==> config.mk <==
export PLATFORM = sky130hd
export DESIGN_NAME = aes_cbc_decrypt_ctrl_flat
export DESIGN_NICKNAME = d
export VERILOG_FILES = /design/src/rtl/aes_cbc_decrypt_ctrl_if.sv /design/src/rtl/aes_cbc_decrypt_ctrl.sv /design/src/flat_wrapper.sv
export SDC_FILE = /design/constraint.sdc
export NUM_CORES = 1
export LEC_CHECK = 0
export BUFFER_PORTS_ARGS = -buffer_cell sky130_fd_sc_hd__buf_2
export CORE_AREA = 8 8 248 250
export CTS_CLUSTER_SIZE = 8
export DETAILED_ROUTE_END_ITERATION = 6
export DIE_AREA = 0 0 256 258
export GPL_TIMING_DRIVEN = 0
export PLACE_DENSITY_LB_ADDON = 0.08
export SLEW_MARGIN = 15
export SYNTH_ARGS = -nofsm -noshare
export SYNTH_HDL_FRONTEND = slang
export SYNTH_SLANG_ARGS = --single-unit
==> constraint.sdc <==
create_clock -name clk -period 3.15 [get_ports clk]
set_input_delay 0.4725 -clock clk [delete_from_list [all_inputs] [get_ports clk]]
set_output_delay 0.4725 -clock clk [all_outputs]
set_load 0.005 [all_outputs]
==> src/rtl/aes_cbc_decrypt_ctrl_if.sv <==
// Stream, core and status signals of the CBC decrypt sequencer.
// master = fabric/core side, slave = controller side.
interface aes_cbc_decrypt_ctrl_if;
  logic         iv_load;
  logic [127:0] iv;
  logic         in_valid;
  logic         in_ready;
  logic [127:0] in_ct;
  logic         core_load;
  logic [127:0] core_ct;
  logic [127:0] core_pt;
  logic         core_valid;
  logic         out_valid;
  logic         out_ready;
  logic [127:0] out_pt;
  logic         busy;
  logic         err;

  modport master (
    output iv_load, iv, in_valid, in_ct, core_pt, core_valid, out_ready,
    input  in_ready, core_load, core_ct, out_valid, out_pt, busy, err
  );

  modport slave (
    input  iv_load, iv, in_valid, in_ct, core_pt, core_valid, out_ready,
    output in_ready, core_load, core_ct, out_valid, out_pt, busy, err
  );
endinterface

==> src/rtl/aes_cbc_decrypt_ctrl.sv <==
// CBC-mode sequencer for one aes_decrypt core: one block in flight, plaintext = core_pt ^ chain.
// Optional core watchdog enabled by defining AES_CBC_DEC_WDOG_EN.
module aes_cbc_decrypt_ctrl #(
  parameter int unsigned TMO_CYCLES = 64
) (
  input  logic clk,
  input  logic rst_n,
  aes_cbc_decrypt_ctrl_if.slave bus
);

  typedef enum logic [1:0] {IDLE, ISSUE, WAIT, OUT} state_t;

  state_t       state;
  logic [127:0] chain_q;
  logic [127:0] ct_q;
  logic [127:0] pt_q;
  logic         idle_q;
  logic         load_q;
  logic         ov_q;
  logic         iv_acc;
  logic         in_hs;
  logic         timeout;

  // idle_q mirrors state==IDLE but is 0 during reset so in_ready stays low there
  assign iv_acc       = (state == IDLE) & bus.iv_load;
  assign bus.in_ready = idle_q & ~bus.iv_load;
  assign in_hs        = bus.in_valid & bus.in_ready;

  assign bus.core_load = load_q;
  assign bus.core_ct   = ct_q;
  assign bus.out_valid = ov_q;
  assign bus.out_pt    = pt_q;
  assign bus.busy      = (state != IDLE);

`ifdef AES_CBC_DEC_WDOG_EN
  localparam int unsigned CW = $clog2(TMO_CYCLES + 1);

  logic [CW-1:0] wd_cnt;
  logic          err_q;

  assign timeout = (wd_cnt == CW'(TMO_CYCLES - 1));
  assign bus.err = err_q;

  always_ff @(posedge clk or negedge rst_n) begin
    if (!rst_n) begin
      wd_cnt <= '0;
      err_q  <= 1'b0;
    end else begin
      if (state == ISSUE)
        wd_cnt <= '0;
      else if (state == WAIT)
        wd_cnt <= wd_cnt + CW'(1);
      if (iv_acc)
        err_q <= 1'b0;
      else if (state == WAIT && !bus.core_valid && timeout)
        err_q <= 1'b1;
    end
  end
`else
  logic tmo_unused;

  assign tmo_unused = (TMO_CYCLES != 0);
  assign timeout    = 1'b0;
  assign bus.err    = 1'b0;
`endif

  always_ff @(posedge clk or negedge rst_n) begin
    if (!rst_n) begin
      state   <= IDLE;
      chain_q <= '0;
      ct_q    <= '0;
      pt_q    <= '0;
      idle_q  <= 1'b0;
      load_q  <= 1'b0;
      ov_q    <= 1'b0;
    end else begin
      load_q <= 1'b0;
      case (state)
        IDLE: begin
          if (iv_acc)
            chain_q <= bus.iv;
          if (in_hs) begin
            ct_q   <= bus.in_ct;
            state  <= ISSUE;
            idle_q <= 1'b0;
            load_q <= 1'b1;
          end else begin
            idle_q <= 1'b1;
          end
        end
        ISSUE: state <= WAIT;
        WAIT: begin
          // completion has priority over a coincident timeout
          if (bus.core_valid) begin
            pt_q    <= bus.core_pt ^ chain_q;
            chain_q <= ct_q;
            ov_q    <= 1'b1;
            state   <= OUT;
          end else if (timeout) begin
            state  <= IDLE;
            idle_q <= 1'b1;
          end
        end
        OUT: begin
          if (bus.out_ready) begin
            ov_q   <= 1'b0;
            state  <= IDLE;
            idle_q <= 1'b1;
          end
        end
        default: state <= IDLE;
      endcase
    end
  end

endmodule

==> src/flat_wrapper.sv <==
// flat-port wrapper written by rule: the top's interface ports become plain ports
module aes_cbc_decrypt_ctrl_flat 
#(
  parameter int unsigned TMO_CYCLES = 64
)
  (clk, rst_n, bus_iv_load, bus_iv, bus_in_valid, bus_in_ct, bus_core_pt, bus_core_valid, bus_out_ready, bus_in_ready, bus_core_load, bus_core_ct, bus_out_valid, bus_out_pt, bus_busy, bus_err);
  aes_cbc_decrypt_ctrl_if bus_i ();
  input  logic clk;
  input  logic rst_n;
  input wire logic [$bits(bus_i.iv_load)-1:0] bus_iv_load;
  input wire logic [$bits(bus_i.iv)-1:0] bus_iv;
  input wire logic [$bits(bus_i.in_valid)-1:0] bus_in_valid;
  input wire logic [$bits(bus_i.in_ct)-1:0] bus_in_ct;
  input wire logic [$bits(bus_i.core_pt)-1:0] bus_core_pt;
  input wire logic [$bits(bus_i.core_valid)-1:0] bus_core_valid;
  input wire logic [$bits(bus_i.out_ready)-1:0] bus_out_ready;
  output wire logic [$bits(bus_i.in_ready)-1:0] bus_in_ready;
  output wire logic [$bits(bus_i.core_load)-1:0] bus_core_load;
  output wire logic [$bits(bus_i.core_ct)-1:0] bus_core_ct;
  output wire logic [$bits(bus_i.out_valid)-1:0] bus_out_valid;
  output wire logic [$bits(bus_i.out_pt)-1:0] bus_out_pt;
  output wire logic [$bits(bus_i.busy)-1:0] bus_busy;
  output wire logic [$bits(bus_i.err)-1:0] bus_err;
  assign bus_i.iv_load = bus_iv_load;
  assign bus_i.iv = bus_iv;
  assign bus_i.in_valid = bus_in_valid;
  assign bus_i.in_ct = bus_in_ct;
  assign bus_i.core_pt = bus_core_pt;
  assign bus_i.core_valid = bus_core_valid;
  assign bus_i.out_ready = bus_out_ready;
  assign bus_in_ready = bus_i.in_ready;
  assign bus_core_load = bus_i.core_load;
  assign bus_core_ct = bus_i.core_ct;
  assign bus_out_valid = bus_i.out_valid;
  assign bus_out_pt = bus_i.out_pt;
  assign bus_busy = bus_i.busy;
  assign bus_err = bus_i.err;
  aes_cbc_decrypt_ctrl #(.TMO_CYCLES(TMO_CYCLES)) u_core (.clk(clk), .rst_n(rst_n), .bus(bus_i));
endmodule
==> flow_summary.json <==
{
  "r2r.worst_path.cells": 6,
  "fin_crit_sh_pct": 81.7,
  "power.density_nw_per_um2": 1080,
  "synthMuxAreaShare_pct": 25.8,
  "synthesis.nets": 1650,
  "synth_top_family_by_area": "multiplexers",
  "slew_headroom_pct": 45.6,
  "rsz0062_at_grt": "no",
  "synth_compound_area_share_pct": 3.99,
  "clock_sinks": 389,
  "power_w": 0.0245,
  "antenna_left": 0,
  "crit_path_end_kind": "flip-flop",
  "synth.top_cell.area_share_pct": 57.6,
  "avgViaCountPerCell": 4.50,
  "whs_ns": 0.121,
  "crit_end": "u_core.chain_q[46]$_DFFE_PN0P_",
  "gr-total-overflow": 0,
  "grt_start_max_net_pins": 98,
  "r2r_slack_ns": 0.58,
  "initial_utilization_pct": 29.5,
  "dr_total_vias": 12400,
  "die_area_sq_um": 66000,
  "fp.coreArea_sq_um": 57400,
  "final.setup.tns_ns": 0,
  "dp_hpwl_mm": 49.6,
  "grt_pass1_wl_mm": 93.4,
  "area_growth_pct": 34.4,
  "gp_congestion": 0.807,
  "crit_path_top_delay_cell": "buf_2",
  "synth_most_common_cell": "dfrtp_1",
  "timing.final.crit_period_ns": 2.57,
  "postCtsHoldBufs": 1,
  "yosys_warnings": 0,
  "path_class": "reg -> reg",
  "outcome": "completed",
  "ios": 651,
  "syn_inst": 1256,
  "seq_area_frac_synth_pct": 57.6,
  "startpoint": "u_core.state[0]$_DFFE_PN0P_",
  "drc_errors": 0,
  "n_fill_cell": 5755,
  "placed_area_sq_um": 21200,
  "multi_input_area_sq_um": 6730,
  "num_rows": 88,
  "cts-resized-gates": 0,
  "avgSynthCellArea_sq_um": 13.5,
  "routedWlPerCell_microns": 23.3,
  "numCtsBuffers": 54,
  "final-seq-area_sq_um": 9730,
  "io_buffers": 649,
  "maxCapViolCount": 0,
  "synth_fa_ha_area_share_pct": 0.296,
  "reg2reg_from": "u_core.state[0]$_DFFE_PN0P_",
  "cts.clk_slew.worst_paths_ns": 0.05,
  "final_cell_area_sq_um": 22700,
  "fmax_mhz": 389,
  "cts-root-buf": "clkbuf_16",
  "tightestPinTransition_ns": 0.815,
  "drtPass1Iterations": 4,
  "syn_area_sq_um": 16900,
  "clk_latency_ns": 0.58,
  "synthTopCellsByArea": "dfrtp_1 (58%), mux2_2 (26%), xnor2_1 (6.6%)",
  "wl_mm": 64.1,
  "synth_commonest_cells": "dfrtp_1 (389), mux2_2 (385), nor2_1 (131)",
  "postCtsSetupRepairBufs": 0,
  "drive_gt1_share_pct": 58.7,
  "cts_buffer_depth": 3,
  "drtIter0Drc": 425,
  "h-tree-depth": 2,
  "synth.largest_area_cell": "dfrtp_1",
  "grt_pass1_vias": 13600,
  "final_nets": 2360,
  "hold_viol_final": 0,
  "p_leak_nw": 10.5,
  "ys_ff_latch": 389,
  "required_ns": 3.61,
  "cpPeakStageDelay_ns": 0.48,
  "rr_endpoint": "u_core.chain_q[46]$_DFFE_PN0P_",
  "track_usage_pct": 18.7,
  "antenna_found_initial": 27,
  "arrival_ns": 3.03,
  "drv_slew": 0,
  "timing.critical_path.from_type": "flip-flop",
  "synth-xor-area-share_pct": 6.63,
  "clock_skew_ns": 0.0141,
  "dieWidth_microns": 256,
  "setup_viol": 0,
  "die_y_microns": 258,
  "vdd_drop_max_mv": 0.464,
  "min_path_type": "in -> reg",
  "cp_max_fo": 10,
  "synth_cell_type_count": 21,
  "crit_chain": "inv_1 > ha_1 > buf_2 > buf_2 > mux2_2 > mux2_2",
  "synthFlopType": "dfrtp_1",
  "cts_tree": "yes",
  "async_reset_ff_share_pct": 100,
  "synthSimpleGateAreaFrac_pct": 3.12,
  "synth_edf_count": 0
}
worst min path at each step:
stage / slack, ns / startpoint / endpoint / depth (start not counted)
finish: 0.12 / bus_in_ct[3] / u_core.bus.core_ct[3]$_DFFE_PN0P_ / 2
detailed placement: 0.43 / rst_n / u_core.bus.core_ct[71]$_DFFE_PN0P_ / 1
global route: 0.09 / bus_in_ct[116] / u_core.bus.core_ct[116]$_DFFE_PN0P_ / 2
CTS: 0.07 / bus_in_ct[3] / u_core.bus.core_ct[3]$_DFFE_PN0P_ / 2
global placement: 0.50 / u_core.bus.core_ct[21]$_DFFE_PN0P_ / u_core.bus.core_ct[21]$_DFFE_PN0P_ / 1
floorplan: 0.18 / rst_n / u_core.bus.core_ct[0]$_DFFE_PN0P_ / 0
critical path: cells and delay by family (launching register included):
family | cells | cell delay, ns
flip-flops | 1 | 0.39
adder cells (fa/ha/maj) | 1 | 0.29
multiplexers | 2 | 0.70
buffers and inverters | 3 | 1.06
per-stage QoR:
stage	utilization (%)	std cells	setup WS [ns]
final	39.6	2746	0.576
after CTS	39.5	2734	0.424
after global routing	39.6	2740	0.362
after detailed placement	37.0	2674	0.467
after global placement	36.8	2670	-6.86
after floorplan	-	1256	1.31
registers in the layout, summed over array words and instances (netlist names):
| name | count |
|---|---|
| u_core.bus.out_pt | 128 |
| u_core.bus.out_valid | 1 |
| u_core.state | 2 |
| u_core.bus.core_load | 1 |
| u_core.idle_q | 1 |
| u_core.chain_q | 128 |
| u_core.bus.core_ct | 128 |
final cells by class:
class	instances	area share (%)
clock buffer	59	6.36
multi-input combinational	790	29.6
inverter	5	0.0826
antenna	12	0.132
sequential	389	42.9
buffer	72	1.85
tap	765	4.21
timing repair buffer	654	14.9
where the power goes:
group	internal, W	switching (W)
Sequential	0.00757	0.00154
Clock	0.00316	0.00209
Combinational	0.00541	0.00470
placed cells by master (no fill, tap or decap), types with 2 or more instances in the layout:
cell and count:
buf_16 4, clkbuf_16 57, mux2_2 385, xnor2_1 128, clkbuf_1 10, buf_2 693, buf_1 3, nor2_1 131
mux2i_1 2, dfrtp_1 389, diode_2 12, buf_6 10, buf_4 5, a21oi_1 128, inv_1 5, o21ai_0 5
ha_1 4
layer usage:
metal | vias to the layer above | wire length (microns) | GRT usage (%)
met5 | - | 164 | 0
met4 | 26 | 1490 | 5.85
met3 | 107 | 5110 | 6.48
met2 | 421 | 32500 | 32.7
met1 | 6078 | 24800 | 21.5
li1 | 5733 | - | -
logic make-up after synthesis:
kind of cell | Yosys count
flip-flops | 389
multiplexers | 387
AND/OR/NAND/NOR | 136
AO/OA/AOI/OAI | 134
XOR/XNOR | 128
buffers and inverters | 77
adder cells (fa/ha/maj) | 4
other | 1
Power figures use the tool's default switching activity.
